**src/rtl/alu_seq_pkg.sv**
```systemverilog
// Shared types and constants for the 8-bit, 4-register ALU sequencer:
// instruction field positions, opcodes, FSM states and external ALU control codes.
package alu_seq_pkg;

  localparam int DW   = 8;
  localparam int NREG = 4;
  localparam int AW   = 2;
  localparam int IW   = 16;

  localparam int OP_MSB  = 15;
  localparam int OP_LSB  = 13;
  localparam int RD_MSB  = 12;
  localparam int RD_LSB  = 11;
  localparam int RA_MSB  = 10;
  localparam int RA_LSB  = 9;
  localparam int RB_MSB  = 8;
  localparam int RB_LSB  = 7;
  localparam int IMM_MSB = 7;
  localparam int IMM_LSB = 0;

  typedef enum logic [2:0] {
    OP_ADD  = 3'b000,
    OP_SUB  = 3'b001,
    OP_AND  = 3'b010,
    OP_OR   = 3'b011,
    OP_LDI  = 3'b100,
    OP_CMP  = 3'b101,
    OP_ILL6 = 3'b110,
    OP_ILL7 = 3'b111
  } opcode_e;

  typedef enum logic [1:0] {
    ST_IDLE = 2'b00,
    ST_READ = 2'b01,
    ST_EXEC = 2'b10,
    ST_WB   = 2'b11
  } state_e;

  // ctrl bit0 inverts b and injects carry-in, turning the adder into a - b
  localparam logic [1:0] CTRL_ADD = 2'b00;
  localparam logic [1:0] CTRL_SUB = 2'b01;

  localparam logic [2:0] SEL_ADDSUB = 3'b000;
  localparam logic [2:0] SEL_OR     = 3'b001;
  localparam logic [2:0] SEL_AND    = 3'b010;

  typedef struct packed {
    logic [1:0] ctrl;
    logic [2:0] sel;
  } alu_cmd_t;

  typedef struct packed {
    logic [DW-1:0] y;
    logic          c;
    logic          z;
  } result_t;

  function automatic alu_cmd_t op_to_cmd(input opcode_e op);
    alu_cmd_t cmd;
    cmd.ctrl = CTRL_ADD;
    cmd.sel  = SEL_ADDSUB;
    case (op)
      OP_SUB, OP_CMP: cmd.ctrl = CTRL_SUB;
      OP_AND:         cmd.sel  = SEL_AND;
      OP_OR:          cmd.sel  = SEL_OR;
      default:        ;
    endcase
    return cmd;
  endfunction

endpackage

```
**src/rtl/alu_sequencer_if.sv**
```systemverilog
// Instruction handshake, external ALU operand/result bus, status and debug port
// of the ALU sequencer; slave is the sequencer, master is whoever drives it.
interface alu_sequencer_if;
  import alu_seq_pkg::*;

  logic          instr_valid;
  logic [IW-1:0] instr;
  logic          instr_ready;
  logic [DW-1:0] alu_a;
  logic [DW-1:0] alu_b;
  logic [1:0]    alu_ctrl;
  logic [2:0]    alu_ctrl2;
  logic [DW-1:0] alu_y;
  logic [DW-1:0] alu_cout;
  logic [DW-1:0] alu_z;
  logic          done;
  logic          err;
  logic          flag_z;
  logic          flag_c;
  logic [AW-1:0] dbg_addr;
  logic [DW-1:0] dbg_data;

  modport slave (
    input  instr_valid, instr, alu_y, alu_cout, alu_z, dbg_addr,
    output instr_ready, alu_a, alu_b, alu_ctrl, alu_ctrl2,
           done, err, flag_z, flag_c, dbg_data
  );

  modport master (
    output instr_valid, instr, alu_y, alu_cout, alu_z, dbg_addr,
    input  instr_ready, alu_a, alu_b, alu_ctrl, alu_ctrl2,
           done, err, flag_z, flag_c, dbg_data
  );

endinterface

```
**src/rtl/regfile_4x8.sv**
```systemverilog
// Four 8-bit architectural registers: two combinational operand reads, one
// combinational debug read, one synchronous write, synchronous clear.
module regfile_4x8
  import alu_seq_pkg::*;
(
  input  logic          clk,
  input  logic          i_clr,
  input  logic          i_we,
  input  logic [AW-1:0] i_waddr,
  input  logic [DW-1:0] i_wdata,
  input  logic [AW-1:0] i_raddr_a,
  output logic [DW-1:0] o_rdata_a,
  input  logic [AW-1:0] i_raddr_b,
  output logic [DW-1:0] o_rdata_b,
  input  logic [AW-1:0] i_dbg_addr,
  output logic [DW-1:0] o_dbg_data
);

  logic [DW-1:0] r_mem [NREG];

  // NOTE: clearing a storage array is normally avoided (it blocks RAM
  // inference); here the array is four flops and the clear is architectural.
  always_ff @(posedge clk) begin
    if (i_clr) begin
      for (int i = 0; i < NREG; i++) r_mem[i] <= '0;
    end else if (i_we) begin
      r_mem[i_waddr] <= i_wdata;
    end
  end

  assign o_rdata_a  = r_mem[i_raddr_a];
  assign o_rdata_b  = r_mem[i_raddr_b];
  assign o_dbg_data = r_mem[i_dbg_addr];

endmodule

```
**src/rtl/alu_sequencer.sv**
```systemverilog
// Multi-cycle instruction sequencer driving an external 8-bit ALU:
// IDLE -> READ -> EXEC -> WB, one instruction per four cycles.
module alu_sequencer
  import alu_seq_pkg::*;
(
  input  logic          clk,
  input  logic          reset,
  alu_sequencer_if.slave bus
);

  state_e        r_state;
  state_e        w_state_nxt;
  logic [IW-1:0] r_ir;
  result_t       r_res;
  logic [DW-1:0] r_alu_a;
  logic [DW-1:0] r_alu_b;
  alu_cmd_t      r_cmd;
  logic          r_done;
  logic          r_err;
  logic          r_flag_z;
  logic          r_flag_c;

  opcode_e       w_op;
  logic [AW-1:0] w_rd;
  logic [AW-1:0] w_ra;
  logic [AW-1:0] w_rb;
  logic [DW-1:0] w_imm;
  logic [DW-1:0] w_rdata_a;
  logic [DW-1:0] w_rdata_b;
  logic          w_ready;
  logic          w_transfer;
  logic          w_rf_we;
  logic [DW-1:0] w_rf_wdata;
  logic          w_flag_we;
  logic          w_flag_z_nxt;
  logic          w_flag_c_nxt;
  logic          w_unused;

  assign w_op  = opcode_e'(r_ir[OP_MSB:OP_LSB]);
  assign w_rd  = r_ir[RD_MSB:RD_LSB];
  assign w_ra  = r_ir[RA_MSB:RA_LSB];
  assign w_rb  = r_ir[RB_MSB:RB_LSB];
  assign w_imm = r_ir[IMM_MSB:IMM_LSB];

  // The ALU reports carry and zero on 8-bit buses; only bit 0 is meaningful.
  assign w_unused = ^{bus.alu_cout[DW-1:1], bus.alu_z[DW-1:1]};

  assign w_ready    = (r_state == ST_IDLE) && !reset;
  assign w_transfer = bus.instr_valid && w_ready;

  always_ff @(posedge clk) begin
    if (reset) r_state <= ST_IDLE;
    else       r_state <= w_state_nxt;
  end

  always_comb begin
    // NOTE: every output gets a default before the case so no path leaves a
    // signal unassigned, which would otherwise infer a latch.
    w_state_nxt  = r_state;
    w_rf_we      = 1'b0;
    w_rf_wdata   = r_res.y;
    w_flag_we    = 1'b0;
    w_flag_z_nxt = r_res.z;
    w_flag_c_nxt = r_res.c;
    case (r_state)
      ST_IDLE: if (w_transfer) w_state_nxt = ST_READ;
      ST_READ: w_state_nxt = ST_EXEC;
      ST_EXEC: w_state_nxt = ST_WB;
      ST_WB: begin
        w_state_nxt = ST_IDLE;
        case (w_op)
          OP_ADD, OP_SUB: begin
            w_rf_we   = 1'b1;
            w_flag_we = 1'b1;
          end
          OP_AND, OP_OR: begin
            w_rf_we      = 1'b1;
            w_flag_we    = 1'b1;
            w_flag_c_nxt = 1'b0;
          end
          OP_CMP: w_flag_we = 1'b1;
          OP_LDI: begin
            w_rf_we    = 1'b1;
            w_rf_wdata = w_imm;
          end
          default: ;
        endcase
      end
      default: w_state_nxt = ST_IDLE;
    endcase
  end

  // NOTE: sequential state uses non-blocking assignments so every register
  // samples pre-edge values regardless of statement order.
  always_ff @(posedge clk) begin
    if (reset) begin
      r_ir     <= '0;
      r_res    <= '0;
      r_alu_a  <= '0;
      r_alu_b  <= '0;
      r_cmd    <= '0;
      r_done   <= 1'b0;
      r_err    <= 1'b0;
      r_flag_z <= 1'b0;
      r_flag_c <= 1'b0;
    end else begin
      r_done <= 1'b0;
      r_err  <= 1'b0;
      case (r_state)
        ST_IDLE: if (w_transfer) r_ir <= bus.instr;
        ST_READ: begin
          r_alu_a <= w_rdata_a;
          r_alu_b <= w_rdata_b;
          r_cmd   <= op_to_cmd(w_op);
        end
        ST_EXEC: begin
          // done/err are registered here so they line up with the WB cycle
          r_res  <= {bus.alu_y, bus.alu_cout[0], bus.alu_z[0]};
          r_done <= 1'b1;
          r_err  <= (w_op == OP_ILL6) || (w_op == OP_ILL7);
        end
        ST_WB: begin
          if (w_flag_we) begin
            r_flag_z <= w_flag_z_nxt;
            r_flag_c <= w_flag_c_nxt;
          end
        end
        default: ;
      endcase
    end
  end

  regfile_4x8 u_regfile (
    .clk        (clk),
    .i_clr      (reset),
    .i_we       (w_rf_we),
    .i_waddr    (w_rd),
    .i_wdata    (w_rf_wdata),
    .i_raddr_a  (w_ra),
    .o_rdata_a  (w_rdata_a),
    .i_raddr_b  (w_rb),
    .o_rdata_b  (w_rdata_b),
    .i_dbg_addr (bus.dbg_addr),
    .o_dbg_data (bus.dbg_data)
  );

  assign bus.instr_ready = w_ready;
  assign bus.alu_a       = r_alu_a;
  assign bus.alu_b       = r_alu_b;
  assign bus.alu_ctrl    = r_cmd.ctrl;
  assign bus.alu_ctrl2   = r_cmd.sel;
  assign bus.done        = r_done;
  assign bus.err         = r_err;
  assign bus.flag_z      = r_flag_z;
  assign bus.flag_c      = r_flag_c;

endmodule

```
**src/flat_wrapper.sv**
```systemverilog
// flat-port wrapper written by rule: the top's interface ports become plain ports
module alu_sequencer_flat import alu_seq_pkg::*;
  (clk, reset, bus_instr_valid, bus_instr, bus_alu_y, bus_alu_cout, bus_alu_z, bus_dbg_addr, bus_instr_ready, bus_alu_a, bus_alu_b, bus_alu_ctrl, bus_alu_ctrl2, bus_done, bus_err, bus_flag_z, bus_flag_c, bus_dbg_data);
  alu_sequencer_if bus_i ();
  input  logic clk;
  input  logic reset;
  input wire logic [$bits(bus_i.instr_valid)-1:0] bus_instr_valid;
  input wire logic [$bits(bus_i.instr)-1:0] bus_instr;
  input wire logic [$bits(bus_i.alu_y)-1:0] bus_alu_y;
  input wire logic [$bits(bus_i.alu_cout)-1:0] bus_alu_cout;
  input wire logic [$bits(bus_i.alu_z)-1:0] bus_alu_z;
  input wire logic [$bits(bus_i.dbg_addr)-1:0] bus_dbg_addr;
  output wire logic [$bits(bus_i.instr_ready)-1:0] bus_instr_ready;
  output wire logic [$bits(bus_i.alu_a)-1:0] bus_alu_a;
  output wire logic [$bits(bus_i.alu_b)-1:0] bus_alu_b;
  output wire logic [$bits(bus_i.alu_ctrl)-1:0] bus_alu_ctrl;
  output wire logic [$bits(bus_i.alu_ctrl2)-1:0] bus_alu_ctrl2;
  output wire logic [$bits(bus_i.done)-1:0] bus_done;
  output wire logic [$bits(bus_i.err)-1:0] bus_err;
  output wire logic [$bits(bus_i.flag_z)-1:0] bus_flag_z;
  output wire logic [$bits(bus_i.flag_c)-1:0] bus_flag_c;
  output wire logic [$bits(bus_i.dbg_data)-1:0] bus_dbg_data;
  assign bus_i.instr_valid = bus_instr_valid;
  assign bus_i.instr = bus_instr;
  assign bus_i.alu_y = bus_alu_y;
  assign bus_i.alu_cout = bus_alu_cout;
  assign bus_i.alu_z = bus_alu_z;
  assign bus_i.dbg_addr = bus_dbg_addr;
  assign bus_instr_ready = bus_i.instr_ready;
  assign bus_alu_a = bus_i.alu_a;
  assign bus_alu_b = bus_i.alu_b;
  assign bus_alu_ctrl = bus_i.alu_ctrl;
  assign bus_alu_ctrl2 = bus_i.alu_ctrl2;
  assign bus_done = bus_i.done;
  assign bus_err = bus_i.err;
  assign bus_flag_z = bus_i.flag_z;
  assign bus_flag_c = bus_i.flag_c;
  assign bus_dbg_data = bus_i.dbg_data;
  alu_sequencer u_core (.clk(clk), .reset(reset), .bus(bus_i));
endmodule
```
**config.mk**
```make
export PLATFORM = sky130hd
export DESIGN_NAME = alu_sequencer_flat
export DESIGN_NICKNAME = d
export VERILOG_FILES = /design/src/rtl/alu_seq_pkg.sv /design/src/rtl/alu_sequencer_if.sv /design/src/rtl/regfile_4x8.sv /design/src/rtl/alu_sequencer.sv /design/src/flat_wrapper.sv
export SDC_FILE = /design/constraint.sdc
export NUM_CORES = 1
export LEC_CHECK = 0
export ABC_AREA = 1
export CORE_ASPECT_RATIO = 1.25
export CORE_MARGIN = 2
export CORE_UTILIZATION = 43
export DETAILED_ROUTE_END_ITERATION = 10
export PLACE_DENSITY_LB_ADDON = 0.08
export SLEW_MARGIN = 40
export SYNTH_ARGS = -nofsm -noshare
export SYNTH_HDL_FRONTEND = slang
export SYNTH_HIERARCHICAL = 1
export SYNTH_SLANG_ARGS = --single-unit
```
**constraint.sdc**
```tcl
create_clock -name clk -period 6.51 [get_ports clk]
set_input_delay 1.302 -clock clk [delete_from_list [all_inputs] [get_ports clk]]
set_output_delay 1.302 -clock clk [all_outputs]
set_load 0.05 [all_outputs]
```
* Yosys cells after proc, flatten, opt, wreduce, memory -nomap -nowiden
Memory sizes are Yosys's and may differ from the RTL's. A register that Yosys moved wholly into a read port is not among the register bits.
Cells that the tools add are included.
** Word-level totals
- Flip-flop bits (word level) :: 37
- RAM bits :: 32
- Bits of input ports :: 45
- Output and inout port bits :: 34
- Logic and storage cells :: 58
- Memories kept :: 1
** Operators by class
- Eq/ne operators :: 11
- Mux-type cells :: 20
- Bitwise operators :: 1
- Reduce and logical (&&, ||, !) cells :: 14
** Memories
- u_core.u_regfile.r_mem :: words 4, width 8, rd ports 3, clocked after Yosys merged registers in 2, write ports 4, RTL line regfile_4x8.sv:19 : logic [DW-1:0] r_mem [NREG];
** Operators with widths (number)
- two-way mux 8 bit :: 3
- two-way mux 1 bit :: 13
- equality test 3 bit, second input constant :: 4
- OR reduction 5 bit :: 2
- case mux 2 bit (4 select lines) :: 1
- OR reduction 8 bit :: 1
- equality test 3 x 2 -> 1 bit, second input constant :: 2
- OR reduction 2 bit :: 3
- equality test 2 bit, second input constant :: 2
- two-way mux 2 bit :: 2
- case mux 2 bit (2 select lines) :: 1
- AND reduction 2 bit :: 2
- equality test 3 x 1 -> 1 bit, second input constant :: 1
- logical NOT 3 bit :: 1
- equality test 2 x 1 -> 1 bit, second input constant :: 1
- logical AND 1 bit :: 2
- logical NOT 2 bit :: 1
- != test 2 x 1 -> 1 bit, second input constant :: 1
- logical NOT 1 bit :: 1
- logical OR 1 bit :: 1
- inverter 1 bit :: 1

* Longest topological paths before layout
Gate-level depths: netlist of the first run.
- Word-level depth :: 9
- Gate-level depth with buffers :: 8

* Modules after synthesis
Netlist of the first run, hierarchy kept.
** By module, submodules not included
- regfile_4x8 :: instances 1, cells an instance 305, area an instance 2152.1 µm², sequential area each 960.9 µm²
- alu_sequencer :: instances 1, cells an instance 266, area an instance 2104.5 µm², sequential area each 1021.0 µm²

* Least setup slack after synthesis of the first run
OpenSTA, ideal clock, no wires.
- Path kind :: in2out
- Start :: input port bus_dbg_addr[0]
- End :: output port bus_dbg_data[5]
- Arrival time :: 2076 ps
- Data required time :: 5208 ps
- Path slack :: 3132 ps
- Stages :: 5
- Path through :: buf_4 > buf_2 > nand2_1 > nand3_1 > nand2_1
** Between the ends
- Cells in the longest elaborated chain, start to end :: 1
** RTL lines
- start, declared :: RTL line flat_wrapper.sv:12 : input wire logic [$bits(bus_i.dbg_addr)-1:0] bus_dbg_addr;
- memory read (4 x 8 bit)
- end, declared :: RTL line flat_wrapper.sv:22 : output wire logic [$bits(bus_i.dbg_data)-1:0] bus_dbg_data;
Every way passes these cells.

* Worst setup path after layout of the first run
- Start :: input port bus_dbg_addr[0]
- End :: output port bus_dbg_data[4]
Same word-level chain as after synthesis.

==> results.py, run 1 <==
metrics = {
    "run_status": {
        "status": "finished, final reports clean",
    },
    "floorplan": {
        "dieArea_sq_mm": 0.0107,
        "die_h_microns": 115,
        "ios": 79,
        "rows": 40,
        "initial_core_util_pct": 44.3,
        "fp.dieW_microns": 93.0,
        "coreArea_sq_mm": 0.00961,
    },
    "sta": {
        "slew_viol_final": 0,
        "min_period_ps": 4840,
        "rsz0062_at_grt": "false",
        "worst_pin_slew_ps": 782,
        "relSlewSlack_pct": 47.7,
        "hold_violations": 0,
        "fin_skew_ps": 7.11,
        "tns_ps": 0,
        "setup_viol": 0,
        "max_freq_mhz": 206,
        "timing.final.crit_share_pct": 74.4,
    },
    "clocking": {
        "holdBufCountCts": 0,
        "cts_buffer_depth": 2,
        "cts_tree": "done",
        "clock_latency_ps": 340,
        "h-tree-depth": 3,
        "cts_resized": 0,
        "post_cts.repair.setup_buffers": 0,
        "cts-root-buf": "clkbuf_16",
        "clk_pin_slew_ps": 60,
        "numCtsBuffers": 9,
        "clkSinkCount": 83,
    },
    "synth": {
        "syn_inst": 571,
        "syn_area_per_cell_sq_um": 7.45,
        "yosysUniqueCellTypes": 28,
        "synth.cell_area_sq_mm": 0.00426,
        "synth_warnings": 6,
        "ys_seq_elements": 83,
        "yosysSeqAreaShare_pct": 46.6,
    },
    "finish": {
        "antennaDiodeCount": 0,
        "final_cell_area_sq_mm": 0.00512,
        "syn_to_final_growth_pct": 20.3,
        "post_route_cells_drive_above_1_share_pct": 6.28,
        "mostFrequentLayoutCells": "nand2_1, nor2_1, nand3_1, clkdlybuf4s50_1, inv_1",
        "nFillCells": 933,
        "fin_nets": 665,
        "final_common_cell": "nand2_1",
    },
    "setup_path": {
        "crit_arrival_ps": 3540,
        "required_ps": 5210,
        "path_max_fanout": 17,
        "cp-start-kind": "input port",
        "critPathKind": "in2out",
        "cp-end-kind": "output pin",
    },
    "power_and_ir_drop": {
        "swShare_pct": 39.7,
        "p_seq_share_pct": 37.4,
        "irDropWorstVdd_mv": 0.260,
        "leakage_uw": 0.00226,
        "switchingPower_uw": 757,
        "power.internal_uw": 1150,
        "power.share.clock_pct": 25.6,
        "p_per_area_mw_per_mm2": 373,
        "p_comb_share_pct": 37.0,
    },
    "drt": {
        "vias": 3707,
        "drt_iter0_markers": 244,
        "totalWireLength_mm": 10.8,
        "post_drt_wl_per_cell_microns": 14.5,
        "viasPerCell": 4.96,
        "drc_errors": 0,
        "final_antenna_net_count": 0,
        "drt_first_pass_iters": 4,
    },
    "place": {
        "port_buffers": 62,
        "post_dp_cell_area_sq_mm": 0.00483,
        "dp_hpwl_mm": 7.89,
        "gp_congestion": 0.857,
    },
    "run": {
        "drv_cap": 0,
    },
    "global_routing": {
        "first_global_vias": 3594,
        "grt_max_degree": 49,
        "grt_usage_pct": 21.2,
        "gr-total-overflow": 0,
        "grt_pass1_wl_mm": 17.5,
        "antenna_found_initial": 0,
    },
    "worst_hold_path": {
        "hp-class": "reg2reg",
    },
}
## Yosys cell counts
library cell / number / area, sq um
nand4_2: 1 / 12.5
edfxtp_1: 32 / 961
clkbuf_1: 5 / 18.8
inv_1: 62 / 233
nand3_2: 10 / 100
dfxtp_1: 51 / 1020
nor2_1: 79 / 297
buf_4: 7 / 52.6
nor2_4: 2 / 22.5
o21ai_0: 29 / 145
nor3_1: 8 / 40.0
conb_1: 1 / 3.75
a21oi_1: 8 / 40.0
nand3_1: 73 / 365
nand2_4: 2 / 22.5
inv_2: 7 / 26.3
nand2_2: 1 / 6.26
o21ai_1: 8 / 40.0
ha_1: 4 / 50.1
buf_6: 8 / 90.1
nor4_1: 1 / 6.26
clkinv_1: 1 / 3.75
buf_2: 9 / 45.0
a21oi_4: 1 / 16.3
nand2_1: 157 / 589
a21boi_0: 1 / 7.51
nand3_4: 2 / 35.0
nand4_1: 1 / 6.26
## final cells by class
| cell class | instances | area, sq um | share of cell area, % |
|---|---|---|---|
| clock inverter | 6 | 56.3 | 1.10 |
| tap | 126 | 158 | 3.08 |
| multi-input combinational | 390 | 1810 | 35.3 |
| inverter | 70 | 264 | 5.16 |
| clock buffer | 10 | 229 | 4.47 |
| timing repair buffer | 62 | 621 | 12.1 |
| sequential | 83 | 1980 | 38.7 |
## final timing paths
path / cells past startpoint / startpoint / to / slack, ps
hold reg to reg: 2 / u_core/w_flag_z_nxt / u_core/w_flag_z_nxt / 460
setup / recovery: 6 / bus_dbg_addr[0] / bus_dbg_data[4] / 1670
hold / removal: 2 / u_core/w_flag_z_nxt / u_core/w_flag_z_nxt / 460
setup reg to reg: 4 / u_core/r_state[0] / u_core/u_regfile/r_mem[2][3] / 4130
## critical path, stage by stage
cell	delay, ps
clkdlybuf4s50_1	840
inv_2	260
nand2_1	140
nand3_1	80
nand2_1	110
clkdlybuf4s50_1	810
## metrics by stage
step                      instances  setup slack [ps]  hold slack (ps)  utilization [%]  total power (uW)
after CTS                       747              1690              460             53.3              1920
final                           747              1670              458             53.3              1910
after detailed placement        731              1700              452             50.3              1430
after global placement          731              1710              447             50.3              1420
after floorplan                 572              3130              434                -              1230
after global routing            747              1540              482             53.3              2030
## kinds of logic (layout without fill, tap and decap cells)
kind of cell	Yosys count	after routing	synth area share, %
AND/OR/NAND/NOR	337	337	35.3
AO/OA/AOI/OAI	47	47	5.85
buffers and inverters	99	148	11.0
adder cells (fa/ha/maj)	4	4	1.18
flip-flops	83	83	46.6
other	1	2	0.0881
## per-layer routing
layer	wire length, microns	global-route usage, %
met1	4520	24.7
met2	5660	38.4
met3	361	4.13
met4	261	8.53
met5	0	0
## power by group through the flow
stage          Clock, uW  Combinational (uW)  Sequential, uW
6_report             488                 705             714
5_1_grt              521                 777             728
4_1_cts              498                 710             715
3_5_place_dp           0                 706             726
3_3_place_gp           0                 699             723
2_1_floorplan          0                 384             846
## registers in the layout, summed over array words and instances (netlist names)
register                cells
u_core/bus.alu_a            8
u_core/u_regfile/r_mem     32
u_core/w_flag_z_nxt         1
u_core/r_res                9
u_core/r_ir                16
u_core/bus.alu_ctrl2        2
u_core/r_state              2
u_core/bus.done             1
u_core/bus.alu_b            8
u_core/bus.flag_z           1
u_core/bus.alu_ctrl         1
u_core/bus.flag_c           1
u_core/bus.err              1
Note: power is estimated with default switching activity, not from simulation.
==> run 2, diff against run 1 <==
- clock period: 6.51 -> 4.8 ns (I/O delays scaled with it)
==> run 2 against run 1 <==
  * Register-to-register slack worse by 1700 ps
  * Non-clock buffer count is 2 higher
  * First-iteration DRC count is 30% higher
  * Hold slack better by 4.4 ps
  * Sequential power is 36% higher
  * Cell count is 0.27% higher
  * Clock power is 52% higher
  * Core utilization is 0.49 points higher
  * Critical path depth is 1 lower
==> results.py, run 2 (synthesized netlist as in run 1, its figures left out) <==
metrics = {
    "sta": {
        "relSlewSlack_pct": 48.9,
        "max_freq_mhz": 256,
        "worst_pin_slew_ps": 759,
        "holdWs_ps": 462,
        "slew_viol_final": 0,
        "fin_skew_ps": 6.94,
        "tns_ps": 0,
        "min_period_ps": 3910,
        "hold_violations": 0,
        "rsz0062_at_grt": "false",
        "timing.final.crit_share_pct": 81.5,
        "setup_viol": 0,
    },
    "floorplan": {
        "coreArea_sq_mm": 0.00961,
        "ios": 79,
        "rows": 40,
        "die_h_microns": 115,
        "dieArea_sq_mm": 0.0107,
        "fp.dieW_microns": 93.0,
        "initial_core_util_pct": 44.3,
    },
    "global_routing": {
        "first_global_vias": 3515,
        "grt_max_degree": 49,
        "grt_pass1_wl_mm": 17.5,
        "antenna_found_initial": 0,
        "grt_usage_pct": 21.2,
        "gr-total-overflow": 0,
    },
    "drt": {
        "post_drt_wl_per_cell_microns": 14.3,
        "drc_errors": 0,
        "drt_iter0_markers": 317,
        "totalWireLength_mm": 10.7,
        "viasPerCell": 5.01,
        "vias": 3751,
        "final_antenna_net_count": 0,
        "drt_first_pass_iters": 5,
    },
    "run_status": {
        "status": "finished, final reports clean",
    },
    "clocking": {
        "clkSinkCount": 83,
        "holdBufCountCts": 0,
        "cts_resized": 0,
        "cts_buffer_depth": 2,
        "cts-root-buf": "clkbuf_16",
        "clock_latency_ps": 340,
        "h-tree-depth": 3,
        "numCtsBuffers": 9,
        "cts_tree": "done",
        "post_cts.repair.setup_buffers": 0,
        "clk_pin_slew_ps": 60,
    },
    "place": {
        "dp_hpwl_mm": 7.83,
        "gp_congestion": 0.800,
        "dp_cells": 733,
        "port_buffers": 62,
    },
    "setup_path": {
        "r2r_setup_slack_ps": 2390,
        "cp-end-kind": "output pin",
        "path_max_fanout": 9,
        "cp-start-kind": "input port",
        "rr_endpoint": "u_core/u_regfile/r_mem[1][7]",
        "required_ps": 3840,
        "crit_arrival_ps": 2950,
        "r2r_start": "u_core/r_state[0]",
        "r2r_cells": 6,
        "critPathKind": "in2out",
    },
    "finish": {
        "nFillCells": 940,
        "fin_cells": 749,
        "fin_nets": 667,
        "syn_to_final_growth_pct": 21.4,
        "antennaDiodeCount": 0,
        "mostFrequentLayoutCells": "nand2_1, nor2_1, nand3_1, clkdlybuf4s50_1, inv_1",
        "largest_reg_flops": 32,
        "post_route_cells_drive_above_1_share_pct": 6.90,
        "final_common_cell": "nand2_1",
        "top_register": "u_core/u_regfile/r_mem",
        "reg_top3": "u_core/u_regfile/r_mem x32, u_core/r_ir x16, u_core/r_res x9",
    },
    "worst_hold_path": {
        "hp-class": "reg2reg",
        "hp-start": "u_core/r_ir[1]",
        "whs_endpoint": "u_core/r_ir[1]",
        "min_path_cells": 2,
    },
    "power_and_ir_drop": {
        "leakage_uw": 0.00229,
        "irDropWorstVdd_mv": 0.250,
        "p_per_area_mw_per_mm2": 516,
    },
    "run": {
        "drv_cap": 0,
    },
}
## run 2: cell types whose count changed in the layout (fill, tap and decap cells not counted), sizes merged
cell,change
clkinv,-2
buf,+2
inv,+1
bufinv,+1
## run 2: worst max path at each step
| stage | start | end | slack, ps | depth (start not counted) |
|---|---|---|---|---|
| CTS | bus_dbg_addr[1] | bus_dbg_data[4] | 900 | 5 |
| floorplan | bus_dbg_addr[0] | bus_dbg_data[5] | 2110 | 5 |
| detailed placement | bus_dbg_addr[1] | bus_dbg_data[4] | 900 | 5 |
| finish | bus_dbg_addr[1] | bus_dbg_data[4] | 890 | 5 |
| global route | bus_dbg_addr[1] | bus_dbg_data[5] | 820 | 5 |
| global placement | bus_dbg_addr[1] | bus_dbg_data[5] | 950 | 5 |
## run 2: stage by stage
step	util (%)	power (uW)	worst slack, ps	cell area (sq um)
CTS	53.8	2690	902	5160
finish	53.8	2670	888	5170
global placement	50.4	1940	952	4850
floorplan	-	1670	2110	4260
global route	53.8	2830	818	5170
detailed placement	50.4	1950	900	4850
## run 2: per-layer routing
layer / part of all wire, % / global-route usage (%) / wire length [microns] / up-vias
li1: - / - / - / 1903
met2: 53 / 39.3 / 5710 / 104
met5: 0 / 0 / 0 / -
met4: 1.8 / 6.76 / 192 / 0
met1: 41 / 24.9 / 4430 / 1731
met3: 3.7 / 3.41 / 398 / 13
## run 2: cell type report
type                       instances  area, sq um  share of cell area, %
multi-input combinational        390         1810                   35.0
timing repair buffer              64          636                   12.3
tap                              126          158                   3.05
clock buffer                      10          229                   4.43
clock inverter                     6         88.8                   1.72
sequential                        83         1980                   38.4
inverter                          70          264                   5.11
## run 2: critical path, stage by stage
cell             delay [ps]
clkdlybuf4s50_1         610
inv_1                   330
nand3_1                 120
nand2_1                 110
clkdlybuf4s50_1         820
## run 2: power by group
| group | total, uW | internal (uW) | leakage (uW) | switching (uW) |
|---|---|---|---|---|
| registers | 971 | 871 | 0.000749 | 99.8 |
| clock network | 741 | 457 | 0.000149 | 284 |
| logic | 955 | 296 | 0.00139 | 658 |
| total | 2670 | 1620 | 0.00229 | 1040 |
==> run 3, diff against run 2 <==
- clock period: 4.8 -> 3.3 ns (I/O delays scaled with it)
==> run 3 against run 2 <==
  * Cell area up 1.5%
  * Die area unchanged
  * Setup slack worse by 230 ps
  * Clock power up 23%
  * Critical endpoint is now bus_dbg_data[6]
  * Largest cell class unchanged
  * Largest power group is now combinational cells
  * Highest routed layer unchanged
==> results.py, run 3 (synthesized netlist as in run 1, its figures left out) <==
metrics = {
    "finish": {
        "fin_cells": 754,
        "fin_nets": 672,
        "post_route_cells_drive_above_1_share_pct": 8.92,
        "largest_reg_flops": 32,
        "utilization_pct": 54.6,
        "reg_top3": "u_core/u_regfile/r_mem x32, u_core/r_ir x16, u_core/r_res x9",
        "nFillCells": 964,
        "top_register": "u_core/u_regfile/r_mem",
        "antennaDiodeCount": 0,
        "multi_input_area_sq_mm": 0.00181,
        "final_common_cell": "nand2_1",
        "syn_to_final_growth_pct": 23.2,
        "regArea_sq_mm": 0.00198,
        "mostFrequentLayoutCells": "nand2_1, nor2_1, nand3_1, inv_1, clkdlybuf4s50_1",
    },
    "sta": {
        "slew_viol_final": 0,
        "holdWs_ps": 458,
        "tns_ps": 0,
        "hold_violations": 0,
        "fin_ws_ps": 661,
        "relSlewSlack_pct": 50.3,
        "rsz0062_at_grt": "false",
        "min_period_ps": 2640,
        "setup_viol": 0,
        "worst_pin_slew_ps": 741,
        "fin_skew_ps": 5.97,
        "max_freq_mhz": 379,
        "timing.final.crit_share_pct": 80.0,
    },
    "clocking": {
        "cts_buffer_depth": 2,
        "cts_resized": 0,
        "clkSinkCount": 83,
        "clock_latency_ps": 340,
        "h-tree-depth": 3,
        "post_cts.repair.setup_buffers": 0,
        "holdBufCountCts": 0,
        "clk_pin_slew_ps": 60,
        "cts-root-buf": "clkbuf_16",
        "cts_tree": "done",
        "numCtsBuffers": 9,
    },
    "setup_path": {
        "crit_top_cell": "nand2_1",
        "startpoint": "bus_dbg_addr[0]",
        "r2r_start": "u_core/r_state[0]",
        "cp_num_buf_inv": 4,
        "crit_slowest_cell": "clkdlybuf4s50_1",
        "r2r_cells": 5,
        "crit_chain": "clkdlybuf4s50_1, buf_4, inv_2, nand2_1, nand3_1, nand2_1, buf_12",
        "cp-end-kind": "output pin",
        "cp-start-kind": "input port",
        "required_ps": 2640,
        "crit_family": "buffers and inverters",
        "path_max_fanout": 17,
        "rr_endpoint": "u_core/u_regfile/r_mem[2][7]",
        "r2r_setup_slack_ps": 1270,
        "crit_cells": 7,
        "critPathKind": "in2out",
        "crit_arrival_ps": 1980,
        "critPathMaxStageDelay_ps": 460,
        "cp-endpoint": "bus_dbg_data[6]",
    },
    "drt": {
        "vias": 3794,
        "drc_errors": 0,
        "totalWireLength_mm": 10.8,
        "final_antenna_net_count": 0,
        "viasPerCell": 5.03,
        "drt_iter0_markers": 249,
        "drt_first_pass_iters": 5,
        "post_drt_wl_per_cell_microns": 14.4,
    },
    "place": {
        "post-place-ws_ps": 685,
        "dp_hpwl_mm": 7.95,
        "gp_congestion": 0.805,
        "port_buffers": 62,
        "dp_cells": 738,
    },
    "power_and_ir_drop": {
        "power.internal_uw": 2240,
        "power.share.clock_pct": 24.2,
        "p_per_area_mw_per_mm2": 717,
        "leakage_uw": 0.00233,
        "p_seq_share_pct": 37.5,
        "switchingPower_uw": 1520,
        "irDropWorstVdd_mv": 0.402,
        "swShare_pct": 40.3,
        "p_comb_share_pct": 38.3,
    },
    "floorplan": {
        "fp.dieW_microns": 93.0,
        "rows": 40,
        "initial_core_util_pct": 44.3,
        "die_h_microns": 115,
        "coreArea_sq_mm": 0.00961,
        "dieArea_sq_mm": 0.0107,
        "ios": 79,
    },
    "run_status": {
        "status": "finished, final reports clean",
    },
    "global_routing": {
        "grt_max_degree": 49,
        "grt_usage_pct": 21.3,
        "antenna_found_initial": 0,
        "grt_pass1_wl_mm": 17.4,
        "gr-total-overflow": 0,
        "first_global_vias": 3554,
    },
    "worst_hold_path": {
        "hp-class": "reg2reg",
    },
    "run": {
        "drv_cap": 0,
    },
}
## run 3: cell count changes in the layout (fill, tap and decap cells not counted)
cell             delta
buf_12              +9
buf_4               +5
bufinv_16           -2
clkdlybuf4s50_1     -9
clkinv_1            +1
clkinv_2            -1
clkinvlp_4          +1
inv_2               +1
## run 3: worst min path at each step
stage	end	slack, ps	cells past startpoint	from
after floorplan	u_core/r_res[1]	430	2	u_core/r_res[1]
after global placement	u_core/r_res[1]	450	2	u_core/r_res[1]
after detailed placement	u_core/r_res[1]	450	2	u_core/r_res[1]
after CTS	u_core/r_res[1]	460	2	u_core/r_res[1]
after global routing	u_core/r_res[1]	470	2	u_core/r_res[1]
final	u_core/r_res[1]	460	2	u_core/r_res[1]
## run 3: power groups by stage
| stage | Sequential (uW) | Clock, uW | Combinational (uW) |
|---|---|---|---|
| 2_1_floorplan | 1670 | 0 | 757 |
| 3_3_place_gp | 1430 | 0 | 1430 |
| 3_5_place_dp | 1430 | 0 | 1440 |
| 4_1_cts | 1410 | 934 | 1450 |
| 5_1_grt | 1440 | 988 | 1570 |
| 6_report | 1410 | 912 | 1440 |
## run 3: layer usage
metal  vias up  share of wire [%]  global-route usage (%)
met5         -                  0                       0
met4         0                4.0                    11.5
met3        27                4.7                    3.74
met2       119                 52                    37.9
met1      1738                 39                    24.4
li1       1910                  -                       -
## run 3: area by class of cell
cell class	count	area share (%)
Clock buffer	10	4.37
Clock inverter	6	0.764
Inverter	70	5.01
Multi-Input combinational cell	390	34.5
Sequential cell	83	37.8
Tap cell	126	3.01
Timing Repair Buffer	69	14.6
## run 3: per-stage QoR
stage / total power (uW) / cell area, sq um
6_report: 3760 / 5240
5_1_grt: 4000 / 5240
4_1_cts: 3800 / 5240
3_5_place_dp: 2880 / 4970
3_3_place_gp: 2860 / 4970
2_1_floorplan: 2430 / 4260
## run 3: worst register-to-register path, cell delays in order, from the launching register on
cell and delay (ps):
dfxtp_1 360, ha_1 270, a21boi_0 210, buf_4 170, inv_2 50, o21ai_1 590
